[config.mk]
export PLATFORM = sky130hd
export DESIGN_NAME = axis_protocol_monitor
export DESIGN_NICKNAME = d
export VERILOG_FILES = /design/src/rtl/axis_protocol_monitor.sv
export SDC_FILE = /design/constraint.sdc
export NUM_CORES = 1
export LEC_CHECK = 0
export ABC_AREA = 1
export BUFFER_PORTS_ARGS = -buffer_cell sky130_fd_sc_hd__buf_4
export CORE_MARGIN = 8
export CORE_UTILIZATION = 56
export CTS_BUF_LIST = sky130_fd_sc_hd__clkbuf_8
export DETAILED_ROUTE_END_ITERATION = 8
export GPL_TIMING_DRIVEN = 0
export PLACE_DENSITY = 0.86
export REMOVE_ABC_BUFFERS = 1
export SYNTH_ARGS = -nofsm -noshare
export SYNTH_HDL_FRONTEND = slang
export SYNTH_SLANG_ARGS = --single-unit
[constraint.sdc]
create_clock -name aclk -period 10.9 [get_ports aclk]
set_input_delay 2.18 -clock aclk [delete_from_list [all_inputs] [get_ports aclk]]
set_output_delay 2.18 -clock aclk [all_outputs]
set_load 0.1 [all_outputs]
[src/rtl/axis_protocol_monitor.sv]
// Passive AXI4-Stream protocol monitor.
// Sticky per-rule error flags plus beat and packet statistics.
module axis_protocol_monitor #(
  parameter int C_AXIS_DATA_WIDTH = 128,
  parameter int C_AXIS_USER_WIDTH = 1,
  parameter int C_AXIS_DEST_WIDTH = 1,
  parameter int MAX_WAIT          = 16,
  parameter int MAX_PKT_BEATS     = 0,
  parameter int CNT_WIDTH         = 32
) (
  input  logic                           aclk,
  input  logic                           areset,
  input  logic                           axis_tvalid,
  input  logic                           axis_tready,
  input  logic                           axis_tlast,
  input  logic [C_AXIS_DATA_WIDTH-1:0]   axis_tdata,
  input  logic [C_AXIS_DATA_WIDTH/8-1:0] axis_tkeep,
  input  logic [C_AXIS_USER_WIDTH-1:0]   axis_tuser,
  input  logic [C_AXIS_DEST_WIDTH-1:0]   axis_tdest,
  input  logic                           err_clear,
  output logic [6:0]                     err_flags,
  output logic                           err_any,
  output logic [CNT_WIDTH-1:0]           beat_count,
  output logic [CNT_WIDTH-1:0]           pkt_count,
  output logic                           in_packet
);

  localparam int KW = C_AXIS_DATA_WIDTH / 8;
  localparam int WW = (MAX_WAIT > 0) ? $clog2(MAX_WAIT + 1) : 1;
  localparam int PW = $clog2(MAX_PKT_BEATS + 2);

  logic                         stall;
  logic                         hs;
  logic                         hold_r;
  logic                         armed_r;
  logic [C_AXIS_DATA_WIDTH-1:0] data_q;
  logic                         last_q;
  logic [KW-1:0]                keep_q;
  logic [C_AXIS_USER_WIDTH-1:0] user_q;
  logic [C_AXIS_DEST_WIDTH-1:0] dest_q;
  logic [WW-1:0]                wait_q;
  logic [PW-1:0]                beats_q;
  logic [6:0]                   viol;

  assign stall = axis_tvalid & ~axis_tready;
  assign hs    = axis_tvalid & axis_tready;

  // armed_r masks every rule in the first cycle after reset
  always_comb begin
    viol = '0;
    if (armed_r && hold_r) begin
      if (!axis_tvalid) begin
        viol[4] = 1'b1;
      end else begin
        viol[0] = axis_tdata != data_q;
        viol[1] = axis_tlast != last_q;
        viol[2] = axis_tkeep != keep_q;
        viol[3] = (axis_tuser != user_q) || (axis_tdest != dest_q);
      end
    end
    if (MAX_WAIT != 0 && armed_r && stall &&
        wait_q == WW'(MAX_WAIT - 1))
      viol[5] = 1'b1;
    if (MAX_PKT_BEATS != 0 && armed_r && hs &&
        beats_q == PW'(MAX_PKT_BEATS))
      viol[6] = 1'b1;
  end

  always_ff @(posedge aclk) begin
    if (stall) begin
      data_q <= axis_tdata;
      last_q <= axis_tlast;
      keep_q <= axis_tkeep;
      user_q <= axis_tuser;
      dest_q <= axis_tdest;
    end
  end

  always_ff @(posedge aclk) begin
    if (areset) begin
      hold_r     <= 1'b0;
      armed_r    <= 1'b0;
      wait_q     <= '0;
      beats_q    <= '0;
      err_flags  <= '0;
      err_any    <= 1'b0;
      beat_count <= '0;
      pkt_count  <= '0;
      in_packet  <= 1'b0;
    end else begin
      hold_r  <= stall;
      armed_r <= 1'b1;
      if (!stall)
        wait_q <= '0;
      else if (wait_q != WW'(MAX_WAIT))
        wait_q <= wait_q + WW'(1);
      if (hs) begin
        beat_count <= beat_count + CNT_WIDTH'(1);
        if (axis_tlast) begin
          pkt_count <= pkt_count + CNT_WIDTH'(1);
          beats_q   <= '0;
          in_packet <= 1'b0;
        end else begin
          in_packet <= 1'b1;
          // saturate past the limit so a long packet flags only once
          if (beats_q != PW'(MAX_PKT_BEATS + 1))
            beats_q <= beats_q + PW'(1);
        end
      end
      err_flags <= (err_clear ? 7'd0 : err_flags) | viol;
      err_any   <= |err_flags;
    end
  end

endmodule
==> results of run 1 <==
cell usage in the layout, fill, tap and decap left out, types with 2 or more instances in the layout:
master,n
buf_4,223
nand2_1,201
edfxtp_1,147
inv_1,123
xnor2_1,118
nor2_1,101
dfxtp_1,79
a21oi_1,47
clkbuf_8,42
o21ai_0,33
nor3_1,32
nand3_1,26
xor2_1,19
nand4_1,13
nor2_4,7
nor2_2,6
nand2_2,6
nor4_1,5
o21a_1,5
ha_1,5
a31oi_1,4
nor3b_1,4
buf_12,4
nand3_2,3
nand2_4,2
nor3_2,2
a221oi_1,2
or2_2,2
clkinv_1,2
clkinv_2,2
how the worst min path moves through the flow:
stage / to / depth (start not counted)
floorplan: err_flags[4]$_SDFF_PP0_ / 2
global placement: pkt_count[31]$_SDFFE_PP0P_ / 1
detailed placement: pkt_count[31]$_SDFFE_PP0P_ / 1
CTS: pkt_count[31]$_SDFFE_PP0P_ / 1
global route: pkt_count[31]$_SDFFE_PP0P_ / 1
finish: pkt_count[31]$_SDFFE_PP0P_ / 1
Yosys cell counts (all sizes together), types with 5 or more instances:
master  count
a21oi      47
clkbuf      6
dfxtp      79
edfxtp    147
ha          5
inv       109
nand2     209
nand3      29
nand4      15
nor2      114
nor3       35
nor4        5
o21a        5
o21ai      34
xnor2     118
xor2       19
power groups by stage:
| stage | clock, mW | sequential (mW) | combinational, mW |
|---|---|---|---|
| after CTS | 0.687 | 0.976 | 0.179 |
| final | 0.671 | 0.975 | 0.177 |
| after floorplan | 0 | 1.01 | 0.0844 |
| after global routing | 0.724 | 0.979 | 0.196 |
| after detailed placement | 0 | 0.994 | 0.177 |
| after global placement | 0 | 0.998 | 0.165 |
area by class of cell:
| class | instances | area, sq um |
|---|---|---|
| multi-input cells | 653 | 3642 |
| flip-flops and latches | 226 | 5996 |
| clock inverters | 21 | 85.08 |
| fillers | 1286 | 5060 |
| repair buffers | 228 | 1782 |
| inverters | 109 | 411.6 |
| clock buffers | 42 | 578.1 |
| well taps | 229 | 286.5 |
worst register-to-register path, delay by kind of cell, from the launching register on:
kind | cells | cell delay [ps]
and+or+nand+nor | 6 | 1040
AOI/OAI and AO/OA | 2 | 220
DFF | 1 | 410
buffers and inverters | 1 | 110
layer usage:
layer | part of all wire [%] | vias up | track usage, %
met5 | 0 | - | 0
met4 | 2.7 | 0 | 7.846
met3 | 9.5 | 52 | 6.733
met2 | 49 | 274 | 36.17
met1 | 39 | 3548 | 25.24
li1 | - | 3801 | -
per-stage QoR:
step / power (mW) / instance area, sq um / setup TNS [ps] / std cells / hold WS (ps)
final: 1.823 / 12780 / 0 / 1508 / 461.4
after global routing: 1.898 / 12780 / 0 / 1508 / 482.0
after CTS: 1.841 / 12780 / 0 / 1508 / 464.0
after detailed placement: 1.170 / 12120 / 0 / 1445 / 450.9
after global placement: 1.162 / 12000 / -110670 / 1440 / 443.1
after floorplan: 1.090 / 10040 / 0 / 988 / 450.8
cells by family after synthesis:
group	Yosys count	share of synthesized area, %
buffers and inverters	117	4.456
adders and majority gates	5	0.6207
xor gates and xnor gates	137	11.90
and+or+nand+nor	416	18.53
other	1	0.03720
DFF	226	59.48
AOI/OAI and AO/OA	94	4.965
state kept, by name, summed over array words and instances, names as in the netlist:
register    flops
data_q        128
in_packet       1
err_any         1
err_flags       6
last_q          1
keep_q         16
wait_q          5
user_q          1
beat_count     32
dest_q          1
pkt_count      32
armed_r         1
hold_r          1
==> impl_metrics.tcl, run 1 <==
set metrics [dict create \
    status "finished, final reports clean" \
    areaGrowthSynthToFinish_pct 26.80 \
    period_needed_ps 3676 \
    finalMaxSlewViolations 0 \
    ys.flop_type "edfxtp_1" \
    wire_per_inst_microns 16.24 \
    ioPinCount 225 \
    p_switching_mw 0.4274 \
    fp.coreArea_sq_um 17840 \
    remaining_drc_errors 0 \
    die_y_microns 150.2 \
    yosysTopAreaCellShare_pct 43.79 \
    timing.rr.end "pkt_count[25]$_SDFFE_PP0P_" \
    ff2ff_setup_slack_ps 8990 \
    grt_pass1_wl_microns 38530 \
    switching_share_pct 23.45 \
    routed_wl_microns 24490 \
    critPathMaxStageDelay_ps 980 \
    worstSetupPathType "input port to flop" \
    drtIter0Drc 410 \
    startpoint "areset" \
    crit_family "buffers and inverters" \
    setup_slack_ps 7224 \
    grt_setup_unrepaired "false" \
    antenna_cells 0 \
    hold_start "pkt_count[31]$_SDFFE_PP0P_" \
    cp.depth 6 \
    synthesis.area_sq_um 10080 \
    cts_inserted_buffers 38 \
    post-place-ws_ps 6699 \
    syn_avg_cell_area_sq_um 10.12 \
    grt-ovfl-total 0 \
    crit_chain "buf_4 -> inv_1 -> nand2_1 -> inv_1 -> nand2_1 -> nor3b_1" \
    power_density_nw_per_um2 142.6 \
    seq_area_frac_synth_pct 59.48 \
    yosys-top-cells-area "edfxtp_1, dfxtp_1, xnor2_1, nand2_1, inv_1" \
    cts.sinks 226 \
    vias 7675 \
    fmax_ghz 0.2720 \
    die_area_sq_um 22550 \
    cp_data_arrival_time_ps 4100 \
    clkPwrFrac_pct 36.8 \
    start_util_pct 56.50 \
    clkSlewWorstSetupHoldPaths_ps 50 \
    p_int_mw 1.396 \
    synth-seq-cells 226 \
    pwr-share-comb_pct 9.7 \
    synth_edf_count 147 \
    final_hold_viol_count 0 \
    synth.distinct_cells 39 \
    end_kind "flop" \
    grt_pass1_vias 7720 \
    port_buffers 223 \
    cts_tree "done" \
    r2r_cells 9 \
    ant_nets 0 \
    gp_congestion 0.8549 \
    drive_above_1_share_pct 23.92 \
    ctsHoldBuffers 0 \
    yosys.area.top_type "edfxtp_1" \
    synth_cells 996 \
    critPathBufInv 3 \
    finalSetupViolCount 0 \
    cts_root_buf "clkbuf_8" \
    cts_resized 0 \
    synthArstFlopShare_pct 0 \
    clock_skew_ps 16.13 \
    hold_class "flop to flop" \
    cts_setup_buffers 0 \
    post-route-util_pct 71.64 \
    clock_latency_ps 510 \
    tightestPinTransition_ps 1304 \
    post-dp-hpwl_microns 18330 \
    cp-endpoint "wait_q[2]$_SDFFE_PP0P_" \
    fp.dieW_microns 150.2 \
    htreeDepth 2 \
    r2r_start "pkt_count[3]$_SDFFE_PP0P_" \
    required_ps 11330 \
    grt_start_max_net_pins 45 \
    first_pass_iters 5 \
    antenna_found_initial 0 \
    slew_headroom_pct 12.99 \
    vias_per_cell 5.090 \
    clockBufferDepth 3 \
    cp_slowest_cell "inv_1" \
    seq_power_share_pct 53.5 \
    start_kind "input port" \
    ys_warn_count 0 \
    grt.total_usage_pct 21.41 \
    nets 1413 \
    drv_cap 0 \
    peakVddDrop_v 0.00009197 \
    period_share_pct 33.73 \
    path_max_fanout 44 \
    rows 49 \
    leakagePower_nw 5.094 \
]
Power figures use the tool's default switching activity.
==> run 2, diff against run 1 <==
--- a/config.mk
+++ b/config.mk
@@ -5,10 +5,10 @@
 export SDC_FILE = /design/constraint.sdc
 export NUM_CORES = 1
 export LEC_CHECK = 0
-export ABC_AREA = 1
+export ABC_AREA = 0
 export BUFFER_PORTS_ARGS = -buffer_cell sky130_fd_sc_hd__buf_4
 export CORE_MARGIN = 8
-export CORE_UTILIZATION = 56
+export CORE_UTILIZATION = 55
 export CTS_BUF_LIST = sky130_fd_sc_hd__clkbuf_8
 export DETAILED_ROUTE_END_ITERATION = 8
 export GPL_TIMING_DRIVEN = 0
==> constraint.sdc (replaced) <==
create_clock -name aclk -period 3.8 [get_ports aclk]
set_input_delay 0.76 -clock aclk [delete_from_list [all_inputs] [get_ports aclk]]
set_output_delay 0.76 -clock aclk [all_outputs]
set_load 0.1 [all_outputs]
==> impl_metrics.tcl, run 2 <==
set metrics [dict create \
    status "finished, final reports clean" \
    cts_setup_buffers 0 \
    post-route-util_pct 72.59 \
    clkSlewWorstSetupHoldPaths_ps 60 \
    grt_pass1_wl_microns 33110 \
    path_max_fanout 1 \
    cp_data_arrival_time_ps 2660 \
    p_int_mw 4.024 \
    drive_above_1_share_pct 28.32 \
    final_common_cell "buf_4" \
    p_switching_mw 1.174 \
    synthTopCellsByCount "xor2_1, edfxtp_1, dfxtp_1" \
    ys_warn_count 0 \
    nets 1139 \
    clockBufferDepth 3 \
    grt.total_usage_pct 18.90 \
    pwr-share-comb_pct 7.9 \
    fmax_ghz 0.4418 \
    gp_congestion 0.7925 \
    clkPwrFrac_pct 38.3 \
    drv_cap 0 \
    yosys.area.top_type "edfxtp_1" \
    drtIter0Drc 274 \
    end_kind "flop" \
    peakVddDrop_v 0.0003162 \
    leakagePower_nw 4.785 \
    yosysTopAreaCellShare_pct 47.04 \
    vias_per_cell 5.166 \
    largest_reg_flops 128 \
    rows 47 \
    ant_nets 0 \
    fp.dieW_microns 146.6 \
    power_density_nw_per_um2 430.3 \
    synth.distinct_cells 38 \
    period_share_pct 59.57 \
    grt-ovfl-total 0 \
    largest_registers "data_q: 128 flops, beat_count: 32 flops, pkt_count: 32 flops" \
    synthesis.area_sq_um 9384 \
    port_buffers 223 \
    final_hold_viol_count 0 \
    required_ps 4200 \
    antenna_cells 0 \
    slew_headroom_pct 49.97 \
    htreeDepth 2 \
    final_cell_mix "buf_4, xor2_1, edfxtp_1" \
    cts_root_buf "clkbuf_8" \
    ioPinCount 225 \
    switching_share_pct 22.59 \
    syn_avg_cell_area_sq_um 12.89 \
    finalMaxSlewViolations 0 \
    synth-seq-cells 226 \
    antenna_found_initial 0 \
    synth_edf_count 147 \
    fp.coreArea_sq_um 16640 \
    synth_cells 728 \
    synthArstFlopShare_pct 0 \
    ys.flop_type "edfxtp_1" \
    routed_wl_microns 20740 \
    seq_area_frac_synth_pct 63.89 \
    clock_latency_ps 500 \
    period_needed_ps 2264 \
    wire_per_inst_microns 16.86 \
    grt_setup_unrepaired "false" \
    vias 6354 \
    grt_pass1_vias 6525 \
    yosys.cell_count.top_type "xor2_1" \
    total_power_mw 5.198 \
    worstSetupPathType "flop to flop" \
    finalSetupViolCount 0 \
    die_area_sq_um 21500 \
    die_y_microns 146.6 \
    hold_class "input port to flop" \
    cts_inserted_buffers 38 \
    areaGrowthSynthToFinish_pct 28.73 \
    start_kind "flop" \
    yosys-top-cells-area "edfxtp_1, xor2_1, dfxtp_1, nor2_1, nor4_1" \
    seq_power_share_pct 53.7 \
    cts_resized 0 \
    first_pass_iters 5 \
    ctsHoldBuffers 0 \
    grt_start_max_net_pins 72 \
    tightestPinTransition_ps 748.9 \
    clock_skew_ps 11.87 \
    post-dp-hpwl_microns 15510 \
    remaining_drc_errors 0 \
    cts_tree "done" \
    regMostFlops "data_q" \
    cts.sinks 226 \
    start_util_pct 56.39 \
]
## run 2: cell count changes in the layout (fill, tap and decap cells not counted), sizes merged, moves of 28 or more
cell	change
inv	-99
nor3	-28
xnor2	-98
nand2	-173
nor2	-42
nor4	+37
xor2	+163
a21oi	-30
## run 2: through the flow
stage / instances / hold slack, ps / setup slack (ps) / cell area (sq um) / setup TNS [ps]
2_1_floorplan: 715 / 461.8 / -4767 / 9328 / -653010
3_3_place_gp: 1158 / 478.7 / -7731 / 11280 / -1052030
3_5_place_dp: 1162 / 482.4 / 1089 / 11370 / 0
4_1_cts: 1230 / 390.3 / 1511 / 12080 / 0
5_1_grt: 1230 / 402.0 / 1394 / 12080 / 0
6_report: 1230 / 436.1 / 1536 / 12080 / 0
## run 2: cell type report
class                           count  area, sq um
Clock buffer                       42        578.1
Clock inverter                     26        130.1
Tap cell                          220        275.3
Inverter                           11        41.29
Sequential cell                   226         5996
Multi-Input combinational cell    478         3298
Timing Repair Buffer              227         1762
Fill cell                        1143         4562
## run 2: cell families after synthesis
family	after synthesis	synth area share, %
compound gates	30	1.733
simple gates	240	13.77
xor+xnor	202	18.85
other cells	1	0.03996
fa+ha+maj	5	0.6667
buf+inv	24	1.040
flops	226	63.89
## run 2: worst paths after layout
check / from / to / slack [ps] / depth (start not counted)
min reg2reg: err_flags[3]$_SDFF_PP0_ / err_flags[3]$_SDFF_PP0_ / 490 / 2
max reg2reg: data_q[114]$_DFFE_PP_ / err_flags[0]$_SDFF_PP0_ / 1540 / 6
min: axis_tdata[30] / data_q[30]$_DFFE_PP_ / 440 / 1
max: data_q[114]$_DFFE_PP_ / err_flags[0]$_SDFF_PP0_ / 1540 / 6
## run 2: metal layers
| metal | track usage [%] | share of wire [%] | vias to the layer above |
|---|---|---|---|
| met1 | 22.36 | 41 | 3015 |
| met2 | 31.89 | 50 | 190 |
| met3 | 4.975 | 6.1 | 45 |
| li1 | - | - | 3104 |
| met4 | 8.089 | 2.8 | 0 |
| met5 | 0 | 0 | - |
## run 2: critical path: stages, from the launching register on
cell and delay (ps):
edfxtp_1 390, xor2_1 180, nor4_1 360, nand4_1 180
nor4_1 600, nand2_1 160, a31o_2 280
## run 2: power groups by stage
| stage | logic, mW | clock network (mW) | registers, mW |
|---|---|---|---|
| 2_1_floorplan | 0.160 | 0 | 2.88 |
| 3_3_place_gp | 0.386 | 0 | 2.86 |
| 3_5_place_dp | 0.412 | 0 | 2.85 |
| 4_1_cts | 0.416 | 2.05 | 2.79 |
| 5_1_grt | 0.451 | 2.14 | 2.80 |
| 6_report | 0.413 | 1.99 | 2.79 |
==> run 3, diff against run 2 <==
--- a/config.mk
+++ b/config.mk
@@ -5,14 +5,14 @@
 export SDC_FILE = /design/constraint.sdc
 export NUM_CORES = 1
 export LEC_CHECK = 0
-export ABC_AREA = 0
+export ABC_AREA = 1
 export BUFFER_PORTS_ARGS = -buffer_cell sky130_fd_sc_hd__buf_4
 export CORE_MARGIN = 8
-export CORE_UTILIZATION = 55
+export CORE_UTILIZATION = 51
 export CTS_BUF_LIST = sky130_fd_sc_hd__clkbuf_8
 export DETAILED_ROUTE_END_ITERATION = 8
 export GPL_TIMING_DRIVEN = 0
-export PLACE_DENSITY = 0.86
+export PLACE_DENSITY = 0.83
 export REMOVE_ABC_BUFFERS = 1
 export SYNTH_ARGS = -nofsm -noshare
 export SYNTH_HDL_FRONTEND = slang
==> constraint.sdc (replaced) <==
create_clock -name aclk -period 1.9 [get_ports aclk]
set_input_delay 0.38 -clock aclk [delete_from_list [all_inputs] [get_ports aclk]]
set_output_delay 0.38 -clock aclk [all_outputs]
set_load 0.1 [all_outputs]
==> impl_metrics.tcl, run 3 (same netlist as run 1, synthesis figures left out) <==
set metrics [dict create \
    status "finished, final reports clean" \
    vias 7697 \
    use_met3_pct 6.095 \
    peakVddDrop_v 0.0005672 \
    clock_latency_ps 530 \
    htreeDepth 2 \
    leakagePower_nw 5.127 \
    grt-ovfl-total 0 \
    final_cell_mix "buf_4, nand2_1, edfxtp_1" \
    wire_per_inst_microns 15.53 \
    die_area_sq_um 24520 \
    routed_wl_microns 24160 \
    hold_class "input port to flop" \
    remaining_drc_errors 0 \
    start_kind "flop" \
    worstSetupPathType "flop to flop" \
    final_common_cell "buf_4" \
    drtIter0Drc 449 \
    cp_slowest_cell "dfxtp_2" \
    rows 51 \
    start_util_pct 51.79 \
    finalSetupViolCount 0 \
    setup_slack_ps 155.4 \
    grt.total_usage_pct 19.55 \
    slew_headroom_pct 46.26 \
    largest_registers "data_q: 128 flops, beat_count: 32 flops, pkt_count: 32 flops" \
    power_density_nw_per_um2 812.9 \
    grt_pass1_wl_microns 38360 \
    multi_input_area_sq_um 3704 \
    cts_inserted_buffers 39 \
    finalMaxSlewViolations 0 \
    met2_usage_pct 32.62 \
    busiest_layer "met2" \
    grt_setup_unrepaired "true" \
    grtUsageMet1_pct 23.43 \
    regMostFlops "data_q" \
    regArea_sq_um 6003 \
    gp_congestion 0.8441 \
    die_y_microns 156.6 \
    clkSlewWorstSetupHoldPaths_ps 60 \
    required_ps 2320 \
    nets 1419 \
    first_pass_iters 5 \
    post-dp-hpwl_microns 18080 \
    fin_area_sq_um 12960 \
    clock_skew_ps 25.56 \
    antenna_found_initial 1 \
    finalNonFillerCells 1556 \
    critPathMaxStageDelay_ps 360 \
    drive_above_1_share_pct 25.66 \
    drv_cap 0 \
    vias_per_cell 4.947 \
    period_needed_ps 1745 \
    fmax_ghz 0.5732 \
    grt_start_max_net_pins 45 \
    tightestPinTransition_ps 804.2 \
    path_max_fanout 5 \
    place_area_sq_um 12140 \
    largest_reg_flops 128 \
    grt_pass1_vias 7775 \
    cts_tree "done" \
    fp.dieW_microns 156.6 \
    fp.coreArea_sq_um 19460 \
    cpMostUsedCell "nand2_1" \
    setup_tns_ps 0 \
    ctsHoldBuffers 0 \
    clockBufferDepth 3 \
    nFillCells 1495 \
    cts.sinks 226 \
    areaGrowthSynthToFinish_pct 28.55 \
    crit_family "simple AND/OR/NAND/NOR gates" \
    post-place-ws_ps -523.4 \
    ioPinCount 225 \
    end_kind "flop" \
    dp.cells 1480 \
    crit_chain "nand2_1 -> nor3_4 -> buf_4 -> nand4_4 -> nor2_4 -> nand2_2 -> inv_1 -> nand3_1 -> nand2_1 -> a21oi_1" \
    cts_root_buf "clkbuf_8" \
    final_hold_viol_count 0 \
    ant_nets 0 \
    period_share_pct 91.82 \
    cp_data_arrival_time_ps 2160 \
    critPathBufInv 2 \
    port_buffers 223 \
]
[run 3: cell types whose count changed in the layout (fill, tap and decap cells not counted), sizes merged, moves of 9 or more]
cell	delta
nand2	+173
xor2	-163
xnor2	+98
inv	+95
nor2	+42
nor4	-37
a21oi	+30
nor3	+28
o21ai	+25
and3	-10
nand4	-9
or3	-9
[run 3: cell type report]
type,instances,share of cell area [%]
Clock buffer,42,4.461
Sequential cell,226,46.33
Antenna cell,1,0.01931
Multi-Input combinational cell,653,28.58
Timing Repair Buffer,233,13.94
Tap cell,265,2.559
Clock inverter,27,0.8980
Inverter,109,3.206
[run 3: timing repair]
| action | 4_1_cts | 5_1_grt |
|---|---|---|
| resized for setup | 2 | 19 |
| pin swaps | 0 | 4 |
| cloned | 0 | 0 |
| setup endpoints to repair | 4 | 22 |
| setup buffers | 0 | 6 |
[run 3: routing by layer]
metal	wire (microns)	vias up
li1	-	3822
met3	2219	40
met1	9843	3558
met2	11460	277
met5	0	-
met4	636	0
[run 3: through the flow]
| step | hold WS [ps] | power (mW) | util [%] |
|---|---|---|---|
| 6_report | 45.73 | 10.53 | 66.58 |
| 5_1_grt | 16.28 | 11.00 | 66.58 |
| 4_1_cts | 17.33 | 10.66 | 66.02 |
| 3_5_place_dp | 459.6 | 6.707 | 62.39 |
| 3_3_place_gp | 443.8 | 6.671 | 61.90 |
| 2_1_floorplan | 449.1 | 6.254 | - |
[run 3: final timing paths]
path / startpoint / to / slack, ps / depth (start not counted)
setup / recovery: pkt_count[4]$_SDFFE_PP0P_ / pkt_count[27]$_SDFFE_PP0P_ / 160 / 10
hold reg to reg: pkt_count[31]$_SDFFE_PP0P_ / pkt_count[31]$_SDFFE_PP0P_ / 460 / 1
setup reg to reg: pkt_count[4]$_SDFFE_PP0P_ / pkt_count[27]$_SDFFE_PP0P_ / 160 / 10
hold / removal: axis_tdata[108] / data_q[108]$_DFFE_PP_ / 50 / 1
[run 3: report_power, final]
group / internal [mW] / switching [mW] / leakage [nW]
Combinational: 0.505 / 0.500 / 2.70
Clock: 2.04 / 1.89 / 0.403
Sequential: 5.49 / 0.104 / 2.02
